==> src/rtl/stopwatch_ctrl.sv <==
// Stopwatch control: button synchronisation, run/pause/lap FSM, count tick prescaler
// and saturation at the top displayable value.
module stopwatch_ctrl #(
  parameter int unsigned      FRECUENCY     = 10000000,
  parameter int unsigned      NBITS         = 4,
  parameter logic [NBITS-1:0] MAXIMUM_VALUE = 4'h9
) (
  input  logic             clk,
  input  logic             reset,
  input  logic             btn_start_stop,
  input  logic             btn_lap,
  input  logic             btn_clear,
  input  logic [NBITS-1:0] counter_u,
  input  logic [NBITS-1:0] counter_d,
  output logic             count_enable,
  output logic             count_clear,
  output logic [NBITS-1:0] display_u,
  output logic [NBITS-1:0] display_d,
  output logic [1:0]       state,
  output logic             full
);

  localparam int unsigned PW = (FRECUENCY > 1) ? $clog2(FRECUENCY) : 1;
  localparam logic [PW-1:0] PresLast = PW'(FRECUENCY - 1);

  typedef enum logic [1:0] {
    StIdle  = 2'b00,
    StRun   = 2'b01,
    StPause = 2'b10,
    StLap   = 2'b11
  } state_e;

  state_e           state_q, state_d;
  logic [PW-1:0]    presc_q, presc_d;
  logic [NBITS-1:0] lap_u_q, lap_u_d, lap_d_q, lap_d_d;
  logic             full_q, full_d;
  logic             enable_q, enable_d, clear_q, clear_d;

  // Button bits packed as {clear, start_stop, lap}.
  logic [2:0] sync1_q, sync2_q, prev_q, press;
  logic       ev_clear, ev_ss, ev_lap;
  logic       counting, tick, sat;

  assign press    = sync2_q & ~prev_q;
  assign ev_clear = press[2];
  assign ev_ss    = press[1] & ~press[2];
  assign ev_lap   = press[0] & ~press[1] & ~press[2];

  assign counting = (state_q == StRun) || (state_q == StLap);
  assign tick     = counting && (presc_q == PresLast);
  assign sat      = tick && (counter_u == MAXIMUM_VALUE) && (counter_d == MAXIMUM_VALUE);

  always_ff @(posedge clk or negedge reset) begin
    if (!reset) begin
      state_q  <= StIdle;
      presc_q  <= '0;
      lap_u_q  <= '0;
      lap_d_q  <= '0;
      full_q   <= 1'b0;
      enable_q <= 1'b0;
      clear_q  <= 1'b0;
      sync1_q  <= '0;
      sync2_q  <= '0;
      prev_q   <= '0;
    end else begin
      state_q  <= state_d;
      presc_q  <= presc_d;
      lap_u_q  <= lap_u_d;
      lap_d_q  <= lap_d_d;
      full_q   <= full_d;
      enable_q <= enable_d;
      clear_q  <= clear_d;
      sync1_q  <= {btn_clear, btn_start_stop, btn_lap};
      sync2_q  <= sync1_q;
      prev_q   <= sync2_q;
    end
  end

  // Saturation outranks button events in the counting states.
  always_comb begin
    state_d = state_q;
    unique case (state_q)
      StIdle: begin
        if (!ev_clear && ev_ss) state_d = StRun;
      end
      StRun: begin
        if (sat || ev_ss) state_d = StPause;
        else if (ev_lap)  state_d = StLap;
      end
      StLap: begin
        if (sat || ev_ss) state_d = StPause;
        else if (ev_lap)  state_d = StRun;
      end
      StPause: begin
        if (ev_clear)            state_d = StIdle;
        else if (ev_ss && !full_q) state_d = StRun;
      end
      default: state_d = StIdle;
    endcase
  end

  always_comb begin
    lap_u_d  = lap_u_q;
    lap_d_d  = lap_d_q;
    full_d   = full_q;
    clear_d  = 1'b0;
    enable_d = tick && !sat;
    presc_d  = '0;
    // Prescaler only runs while staying within RUN/LAP, so entry and exit both restart at 0.
    if (counting && ((state_d == StRun) || (state_d == StLap))) begin
      presc_d = (presc_q == PresLast) ? '0 : presc_q + 1'b1;
    end
    if (sat) full_d = 1'b1;
    if ((state_q == StRun) && !sat && !ev_ss && ev_lap) begin
      lap_u_d = counter_u;
      lap_d_d = counter_d;
    end
    if (ev_clear && ((state_q == StIdle) || (state_q == StPause))) begin
      clear_d = 1'b1;
      full_d  = 1'b0;
    end
  end

  assign state        = state_q;
  assign full         = full_q;
  assign count_enable = enable_q;
  assign count_clear  = clear_q;
  assign display_u    = (state_q == StLap) ? lap_u_q : counter_u;
  assign display_d    = (state_q == StLap) ? lap_d_q : counter_d;

endmodule
==> config.mk <==
export PLATFORM = sky130hd
export DESIGN_NAME = stopwatch_ctrl
export DESIGN_NICKNAME = d
export VERILOG_FILES = /design/src/rtl/stopwatch_ctrl.sv
export SDC_FILE = /design/constraint.sdc
export NUM_CORES = 1
export LEC_CHECK = 0
export ABC_CLOCK_PERIOD_IN_PS = 2000
export CORE_ASPECT_RATIO = 0.5
export CORE_MARGIN = 2
export CORE_UTILIZATION = 30
export CTS_CLUSTER_DIAMETER = 120
export DETAILED_ROUTE_END_ITERATION = 12
export GPL_TIMING_DRIVEN = 0
export HOLD_SLACK_MARGIN = 0.03
export PLACE_DENSITY_LB_ADDON = 0.2
export SYNTH_ARGS = -nofsm -noshare
export SYNTH_HDL_FRONTEND = slang
export SYNTH_SLANG_ARGS = --single-unit
==> constraint.sdc <==
create_clock -name clk -period 2 [get_ports clk]
set_input_delay 0.5 -clock clk [delete_from_list [all_inputs] [get_ports clk]]
set_output_delay 0.5 -clock clk [all_outputs]
set_load 0.1 [all_outputs]
==> results of run 1 <==
-- cells in the final DEF (no fill, tap or decap), types with 3 or more instances in the layout --
| cell type | n |
|---|---|
| dfrtp_1 | 41 |
| nand2_1 | 21 |
| nand3_1 | 18 |
| nor2_1 | 16 |
| nand4_1 | 15 |
| a21oi_1 | 9 |
| buf_12 | 9 |
| o21ai_0 | 8 |
| mux2_4 | 8 |
| or3_1 | 8 |
| dlygate4sd2_1 | 8 |
| buf_4 | 8 |
| xnor2_1 | 7 |
| xor2_1 | 6 |
| nor3_1 | 6 |
| inv_1 | 5 |
| nor4_1 | 5 |
| or4_4 | 5 |
| clkbuf_16 | 5 |
| dfrtp_2 | 4 |
| nand2b_1 | 3 |
| nor2b_1 | 3 |
| clkdlybuf4s50_1 | 3 |
| clkdlybuf4s15_2 | 3 |
-- repair_timing --
action                     CTS  global route
setup endpoints to repair   45            34
resized for setup          105            10
pin swaps                    9             2
buffers inserted             2             6
-- critical path, delay by kind of cell (launching register included) --
kind                   cells  cell delay (ns)
flip-flops                 1             0.53
multiplexers               1             0.33
buffers and inverters      1             0.17
AND/OR/NAND/NOR            1             0.14
-- power by group through the flow --
stage / clock [mW] / combinational (mW) / sequential [mW]
finish: 0.850 / 1.04 / 1.19
global route: 0.899 / 1.10 / 1.21
CTS: 0.870 / 1.03 / 1.17
detailed placement: 0 / 0.916 / 1.17
global placement: 0 / 0.901 / 1.17
floorplan: 0 / 0.577 / 1.28
-- routing by layer --
metal,GRT usage,share of wire
met1,0.1841,0.50
met2,0.2184,0.46
met3,0.03133,0.035
met4,0.05299,0.011
met5,0,0
-- kinds of logic (layout without fill, tap and decap cells) --
| group | count (synthesis) | in the layout | share of synthesized area |
|---|---|---|---|
| multiplexers | 8 | 8 | 0.03826 |
| XOR/XNOR | 13 | 13 | 0.04835 |
| buffers and inverters | 12 | 51 | 0.02816 |
| AND/OR/NAND/NOR | 121 | 121 | 0.3119 |
| adder cells (fa/ha/maj) | 1 | 1 | 0.005313 |
| flip-flops | 46 | 46 | 0.4888 |
| AO/OA/AOI/OAI | 30 | 30 | 0.07917 |
-- registers in the layout, indices dropped and copies added, names as in the netlist --
name / count
lap_d_q: 4
count_enable: 1
lap_u_q: 4
presc_q: 24
prev_q: 3
count_clear: 1
sync2_q: 3
state: 2
full: 1
sync1_q: 3
-- Yosys cell counts (all sizes together) --
| cell type | count |
|---|---|
| dfrtp | 46 |
| nand2 | 22 |
| nand3 | 18 |
| nand4 | 18 |
| nor2 | 17 |
| a21oi | 10 |
| o21ai | 10 |
| mux2 | 8 |
| or3 | 8 |
| nor3 | 7 |
| xnor2 | 7 |
| nor4 | 6 |
| or4 | 6 |
| xor2 | 6 |
| inv | 5 |
| clkbuf | 4 |
| o311ai | 4 |
| or2 | 4 |
| and4 | 3 |
| buf | 3 |
| nand2b | 3 |
| nor2b | 3 |
| o31ai | 2 |
| or4bb | 2 |
| a21o | 1 |
| and3 | 1 |
| and4bb | 1 |
| ha | 1 |
| nand4b | 1 |
| nor4b | 1 |
| o211a | 1 |
| o211ai | 1 |
| o22ai | 1 |
-- final cells by class --
type	count	area [sq um]	share of cell area
well taps	108	135.1	0.04277
clock buffers	5	125.1	0.03960
multi-input cells	173	1261	0.3992
flip-flops and latches	46	1160	0.3671
plain buffers	4	36.28	0.01149
repair buffers	34	399.1	0.1263
inverters	5	18.77	0.005941
clock inverters	3	23.77	0.007525
-- through the flow --
step / setup WS [ns] / setup TNS [ns]
2_1_floorplan: 0.006432 / 0
3_3_place_gp: -1.231 / -56.36
3_5_place_dp: -0.8105 / -14.00
4_1_cts: -0.06564 / -0.4818
5_1_grt: -0.02339 / -0.02339
6_report: 0.03456 / 0
-- final timing paths --
check	start	end	slack (ns)	cells after the start
worst max-delay path	state[0]$_DFF_PN0_	display_u[3]	0.03	3
worst min-delay path	reset	presc_q[14]$_DFF_PN0_	0.11	1
worst max register to register	presc_q[4]$_DFF_PN0_	presc_q[19]$_DFF_PN0_	0.13	5
worst min register to register	sync1_q[1]$_DFF_PN0_	sync2_q[1]$_DFF_PN0_	0.35	0
max in group asynchronous	reset	presc_q[0]$_DFF_PN0_	1.38	2
min in group clk	sync1_q[1]$_DFF_PN0_	sync2_q[1]$_DFF_PN0_	0.35	0
==> results.py, run 1 <==
metrics = {
    "status": {
        "status": "finished, final reports clean",
    },
    "grt": {
        "grt_pass1_wl_um": 9218,
        "grt_usage": 0.1377,
        "grt_max_degree": 34,
        "grt_pass1_vias": 1881,
        "antenna_found_initial": 0,
        "grt_overflow_total": 0,
    },
    "setup_path": {
        "cpMaxStageDelayCell": "dfrtp_4",
        "crit_type": "register to output pin",
        "crit_path_max_fanout": 8,
        "crit_path_end_kind": "output pin",
        "crit_chain": "nand2_8, mux2_4, buf_12",
        "start_kind": "register",
        "critPathMaxStageDelay_ns": 0.53,
        "required_ns": 1.50,
        "crit_arrival_ns": 1.47,
    },
    "routing": {
        "wl_per_cell_um": 14.43,
        "vias": 1895,
        "drc_errors": 0,
        "first_iter_violations": 122,
        "drtPass1Iterations": 4,
        "vias_per_cell": 5.013,
        "ant_nets": 0,
        "totalWireLength_um": 5456,
    },
    "timing": {
        "fin_crit_sh": 0.9827,
        "layout_min_cycle_time_ns": 1.965,
        "tightest_slew_ns": 0.9513,
        "fin_worst_skew_ns": 0.01008,
        "setup_viol": 0,
        "hold_viol_final": 0,
        "hold_ws_ns": 0.1135,
        "max_freq_ghz": 0.5088,
        "maxSlewViolCount": 0,
        "relSlewSlack": 0.3683,
    },
    "yosys": {
        "netlist.area_leader.share": 0.4888,
        "synth.net_count": 245,
        "yosys-top-cells-area": "dfrtp_1 49%, nand4_1 4.0%, nand3_1 3.8%",
        "yosysTopAreaCell": "dfrtp_1",
        "ys_types": 45,
        "syn-instance-count": 231,
        "yosysSeqAreaShare": 0.4888,
        "syn_area_per_cell_sq_um": 10.19,
        "yosysWarnings": 0,
        "ys_ff_latch": 46,
        "syn_area_sq_um": 2355,
    },
    "placement": {
        "dp_hpwl_um": 3681,
        "io_buffers": 25,
        "placed_area_sq_um": 2794,
        "place_inst": 365,
        "gp_congestion": 0.7909,
    },
    "cts": {
        "cts_tree": "built",
        "cts_buffer_depth": 2,
        "clkTransAtPathRegs_ns": 0.07,
        "worstSkewPairLatency_ns": 0.29,
        "htreeDepth": 2,
        "hold_buffers": 0,
        "cts_buffers": 5,
        "clock-sinks": 46,
        "root_buffer": "clkbuf_16",
    },
    "power": {
        "p_sw_mw": 1.165,
        "powerDensity_nw_per_um2": 972.4,
        "clkPwrFrac": 0.277,
        "comb_power_share": 0.337,
        "power_leakage_nw": 1.259,
        "total_power_mw": 3.072,
        "switching_share": 0.3793,
        "ir_drop_uv": 396.5,
        "seqPwrFrac": 0.386,
        "intPower_mw": 1.907,
    },
    "finish": {
        "n_antenna_cell": 0,
        "nNetsFinal": 283,
        "area_growth_syn_to_layout_pct": 34.17,
        "fin_cells": 378,
        "fillers": 719,
        "final_util": 0.4235,
        "layout-drive-gt1-share": 0.2667,
        "design_area_sq_um": 3159,
    },
    "floorplan": {
        "die_w_um": 129.3,
        "rows": 22,
        "die_area_sq_um": 8617,
        "num_io_pins": 26,
        "fp.dieH_um": 66.65,
        "core_sq_um": 7460,
        "start_util": 0.3157,
    },
    "hold_path": {
        "hp-class": "input port to asynchronous set/reset pin",
    },
    "flow_run": {
        "maxCapViolCount": 0,
    },
}
(Power assumes the default switching activity.)
==> inputs of run 2 (changes only) <==
Settings changed: CORE_UTILIZATION 30 to 56.
==> results.py, run 2 (synthesized netlist as in run 1, its figures left out) <==
metrics = {
    "power": {
        "switching_share": 0.3830,
        "total_power_mw": 2.919,
        "powerDensity_nw_per_um2": 954.8,
        "power_leakage_nw": 1.277,
        "seqPwrFrac": 0.409,
        "comb_power_share": 0.354,
        "intPower_mw": 1.801,
        "clkPwrFrac": 0.237,
        "ir_drop_uv": 397.4,
        "p_sw_mw": 1.118,
    },
    "routing": {
        "wl_per_cell_um": 17.38,
        "ant_nets": 0,
        "drc_errors": 0,
        "totalWireLength_um": 5596,
        "vias_per_cell": 6.161,
        "drtPass1Iterations": 4,
        "first_iter_violations": 84,
        "vias": 1984,
    },
    "setup_path": {
        "cp_num_buf_inv": 1,
        "crit_path_max_fanout": 8,
        "cpMaxStageDelayCell": "dfrtp_4",
        "required_ns": 1.50,
        "reg2reg_slack_ns": 0.06,
        "path_delay_family": "flip-flops",
        "crit_arrival_ns": 1.45,
        "crit_path_end_kind": "output pin",
        "start_kind": "register",
        "crit_type": "register to output pin",
        "critPathMaxStageDelay_ns": 0.52,
        "crit_chain": "nand2_8, mux2_4, buf_12",
    },
    "cts": {
        "cts_tree": "built",
        "worstSkewPairLatency_ns": 0.31,
        "htreeDepth": 2,
        "clkTransAtPathRegs_ns": 0.09,
        "clock-sinks": 46,
        "root_buffer": "clkbuf_8",
        "cts_buffers": 5,
        "cts_buffer_depth": 2,
        "hold_buffers": 0,
    },
    "timing": {
        "setup_viol": 0,
        "hold_ws_ns": 0.05754,
        "relSlewSlack": 0.5059,
        "hold_viol_final": 0,
        "max_freq_ghz": 0.5130,
        "tightest_slew_ns": 0.7380,
        "setup-tns-final_ns": 0,
        "layout_setup_ws_ns": 0.05054,
        "layout_min_cycle_time_ns": 1.949,
        "maxSlewViolCount": 0,
        "fin_crit_sh": 0.9747,
        "fin_worst_skew_ns": 0.01218,
    },
    "flow_run": {
        "maxCapViolCount": 0,
    },
    "finish": {
        "largest_reg_flops": 24,
        "n_antenna_cell": 0,
        "final_util": 0.7711,
        "fillers": 242,
        "fin_cells": 322,
        "nNetsFinal": 281,
        "regMostFlops": "presc_q",
        "layout-drive-gt1-share": 0.2649,
        "final_cell_mix": "42 x dfrtp_1, 21 x nand2_1, 18 x nand3_1, 16 x nor2_1, 15 x nand4_1",
        "design_area_sq_um": 3057,
        "largestRegisters": "presc_q (24), lap_d_q (4), lap_u_q (4)",
        "area_growth_syn_to_layout_pct": 29.81,
        "layout.cells.most_common": "dfrtp_1",
    },
    "grt": {
        "grt_max_degree": 36,
        "grt_pass1_vias": 1901,
        "grt_pass1_wl_um": 9170,
        "grt_usage": 0.2516,
        "grt_overflow_total": 0,
        "antenna_found_initial": 0,
    },
    "placement": {
        "gp_congestion": 0.8548,
        "io_buffers": 25,
        "placed_area_sq_um": 2726,
        "place_inst": 311,
        "pre_cts_ws_ns": -0.8048,
        "dp_hpwl_um": 3635,
    },
    "floorplan": {
        "fp.dieH_um": 49.86,
        "die_w_um": 95.71,
        "core_sq_um": 3964,
        "die_area_sq_um": 4771,
        "num_io_pins": 26,
        "start_util": 0.5941,
        "rows": 16,
    },
    "status": {
        "status": "finished, final reports clean",
    },
    "hold_path": {
        "hp-class": "input port to asynchronous set/reset pin",
    },
}
==> run 2: cell types whose count changed in the layout (fill, tap and decap cells not counted), moves of 2 or more <==
cell,before,now
clkbuf_16,5,0
dlygate4sd2_1,8,5
dlymetal6s2s_1,0,3
buf_4,8,6
clkdlybuf4s15_1,2,0
clkbuf_8,0,5
clkbuf_2,1,3
==> run 2: what timing repair did <==
item                                    CTS  global route
pin swaps                                 8             4
gates resized for setup                 100            19
buffers inserted                          2             4
gates cloned                              0             0
endpoints found under the setup margin   41            36
==> run 2: worst paths after layout <==
path | from | to | cells after the start
setup reg to reg | presc_q[1]$_DFF_PN0_ | state[0]$_DFF_PN0_ | 5
max in group asynchronous | reset | presc_q[0]$_DFF_PN0_ | 2
hold reg to reg | sync1_q[1]$_DFF_PN0_ | sync2_q[1]$_DFF_PN0_ | 0
setup / recovery | state[0]$_DFF_PN0_ | display_d[1] | 3
hold / removal | reset | lap_d_q[1]$_DFFE_PN0P_ | 1
min in group clk | sync1_q[1]$_DFF_PN0_ | sync2_q[1]$_DFF_PN0_ | 0
==> run 2: area by class of cell <==
type                    count  area (sq um)  share of cell area
inverters                   5         18.77            0.006140
clock buffers               6         72.57             0.02374
plain buffers               4         36.28             0.01187
repair buffers             32         385.4              0.1261
multi-input cells         173          1280              0.4187
flip-flops and latches     46          1159              0.3790
well taps                  54         67.56             0.02210
clock inverters             2         37.54             0.01228
==> run 2: metal layers <==
| metal | up-vias | GRT usage | part of all wire |
|---|---|---|---|
| li1 | 926 | - | - |
| met2 | 57 | 0.4172 | 0.50 |
| met4 | 0 | 0.05000 | 0.0098 |
| met1 | 990 | 0.3427 | 0.44 |
| met5 | - | 0 | 0 |
| met3 | 11 | 0.05657 | 0.049 |
==> run 2: power by group through the flow <==
| stage | clock network, mW | registers (mW) | logic, mW |
|---|---|---|---|
| 2_1_floorplan | 0 | 1.28 | 0.577 |
| 3_3_place_gp | 0 | 1.17 | 0.888 |
| 3_5_place_dp | 0 | 1.18 | 0.910 |
| 4_1_cts | 0.701 | 1.17 | 1.05 |
| 5_1_grt | 0.746 | 1.22 | 1.08 |
| 6_report | 0.691 | 1.19 | 1.03 |
==> inputs of run 3 (changes only) <==
Settings changed: ABC_CLOCK_PERIOD_IN_PS 2000 to 2050, CTS_BUF_LIST set to sky130_fd_sc_hd__clkbuf_16.
Clock period 2 ns to 2.05 ns, I/O delays scaled along.
==> results.py, run 3 (synthesized netlist as in run 1, its figures left out) <==
metrics = {
    "finish": {
        "n_antenna_cell": 0,
        "regMostFlops": "presc_q",
        "layout.cells.most_common": "dfrtp_1",
        "final_util": 0.7879,
        "largest_reg_flops": 24,
        "final_cell_mix": "44 x dfrtp_1, 21 x nand2_1, 17 x nand3_1, 16 x nor2_1, 15 x nand4_1",
        "fin_cells": 322,
        "nNetsFinal": 281,
        "layout-drive-gt1-share": 0.2500,
        "area_growth_syn_to_layout_pct": 32.63,
        "largestRegisters": "presc_q (24), lap_d_q (4), lap_u_q (4)",
    },
    "grt": {
        "grt_usage": 0.2566,
        "grt_max_degree": 36,
        "grt_overflow_total": 0,
        "grt_pass1_wl_um": 9315,
        "grt_pass1_vias": 1918,
        "antenna_found_initial": 0,
    },
    "routing": {
        "ant_nets": 0,
        "first_iter_violations": 194,
        "wl_per_cell_um": 18.64,
        "vias_per_cell": 6.407,
        "vias": 2063,
        "drc_errors": 0,
        "drtPass1Iterations": 5,
        "totalWireLength_um": 6003,
    },
    "cts": {
        "clkTransAtPathRegs_ns": 0.06,
        "root_buffer": "clkbuf_16",
        "cts_buffer_depth": 2,
        "worstSkewPairLatency_ns": 0.28,
        "cts_buffers": 5,
        "clock-sinks": 46,
        "htreeDepth": 2,
        "cts_tree": "built",
    },
    "placement": {
        "io_buffers": 25,
        "place_inst": 311,
        "dp_hpwl_um": 3635,
        "gp_congestion": 0.8548,
        "pre_cts_ws_ns": -0.7798,
    },
    "timing": {
        "layout_min_cycle_time_ns": 2.029,
        "setup_viol": 0,
        "setup-tns-final_ns": 0,
        "hold_viol_final": 0,
        "layout_setup_ws_ns": 0.02088,
        "relSlewSlack": 0.3701,
        "rsz0062_at_grt": "yes",
        "tightest_slew_ns": 0.9486,
        "maxSlewViolCount": 0,
        "fin_worst_skew_ns": 0.007607,
        "max_freq_ghz": 0.4928,
        "fin_crit_sh": 0.9898,
    },
    "status": {
        "status": "finished, final reports clean",
    },
    "hold_path": {
        "hp-class": "input port to asynchronous set/reset pin",
    },
    "floorplan": {
        "fp.dieH_um": 49.86,
        "num_io_pins": 26,
        "rows": 16,
        "start_util": 0.5941,
        "die_area_sq_um": 4771,
        "die_w_um": 95.71,
        "core_sq_um": 3964,
    },
    "setup_path": {
        "crit_path_max_fanout": 8,
        "r2r_start": "presc_q[11]$_DFF_PN0_",
        "crit_arrival_ns": 1.52,
        "cp_num_buf_inv": 2,
        "path_delay_family": "flip-flops",
        "cpMaxStageDelayCell": "dfrtp_4",
        "crit_type": "register to output pin",
        "critPathMaxStageDelay_ns": 0.49,
        "required_ns": 1.54,
        "crit_path_end_kind": "output pin",
        "crit_start": "state[0]$_DFF_PN0_",
        "crit_chain": "buf_8, nand2_8, mux2_4, buf_12",
        "start_kind": "register",
    },
    "flow_run": {
        "maxCapViolCount": 0,
    },
    "power": {
        "power_leakage_nw": 1.329,
        "powerDensity_nw_per_um2": 997.6,
        "ir_drop_uv": 417.0,
        "total_power_mw": 3.115,
    },
}
-- run 3: worst reg2reg max path, cell delays in order (launching register included) --
cell     delay, ns
dfrtp_1       0.46
nor4_1        0.43
and4_2        0.46
a21o_2        0.20
buf_2         0.22
nor2_1        0.08
-- run 3: area by class of cell --
class / count / area, sq um
Multi-Input combinational cell: 173 / 1280
Sequential cell: 46 / 1156
Fill cell: 224 / 840.8
Timing Repair Buffer: 31 / 382.9
Clock buffer: 5 / 125.1
Tap cell: 54 / 67.56
Buffer: 5 / 51.30
Clock inverter: 3 / 41.29
Inverter: 5 / 18.77
-- run 3: metal layers --
metal	GRT usage	routed length, um	up-vias
li1	-	-	926
met1	0.3486	2502	1020
met2	0.4138	2972	98
met3	0.06269	442	19
met4	0.06905	86	0
met5	0	0	-
-- run 3: path summary, 6_finish.rpt --
kind                                               end  slack (ns)  cells past startpoint
min in group clk                  sync2_q[1]$_DFF_PN0_        0.35                      0
worst min register to register    sync2_q[1]$_DFF_PN0_        0.35                      0
worst max register to register   presc_q[14]$_DFF_PN0_        0.06                      5
worst min-delay path            lap_u_q[2]$_DFFE_PN0P_        0.10                      1
worst max-delay path                      display_d[1]        0.02                      4
max in group asynchronous         presc_q[9]$_DFF_PN0_        1.47                      2
-- run 3: what timing repair did --
item,CTS,global route
pin swaps,6,7
cloned,0,0
setup endpoints to repair,38,43
setup buffers,0,5
hold buffers,0,0
gates resized for setup,87,25
-- run 3: where the power goes --
| group | internal, mW | switching (mW) | total (mW) |
|---|---|---|---|
| Sequential | 1.03 | 0.133 | 1.16 |
| Clock | 0.570 | 0.326 | 0.897 |
| Combinational | 0.377 | 0.678 | 1.05 |
| Total | 1.98 | 1.14 | 3.12 |
-- run 3: metrics by stage --
step | instance area [sq um] | hold WS, ns
6_report | 3123 | 0.1007
5_1_grt | 3123 | 0.1157
4_1_cts | 2969 | 0.1095
3_5_place_dp | 2726 | 0.3364
3_3_place_gp | 2711 | 0.3330
2_1_floorplan | 2394 | 0.2169
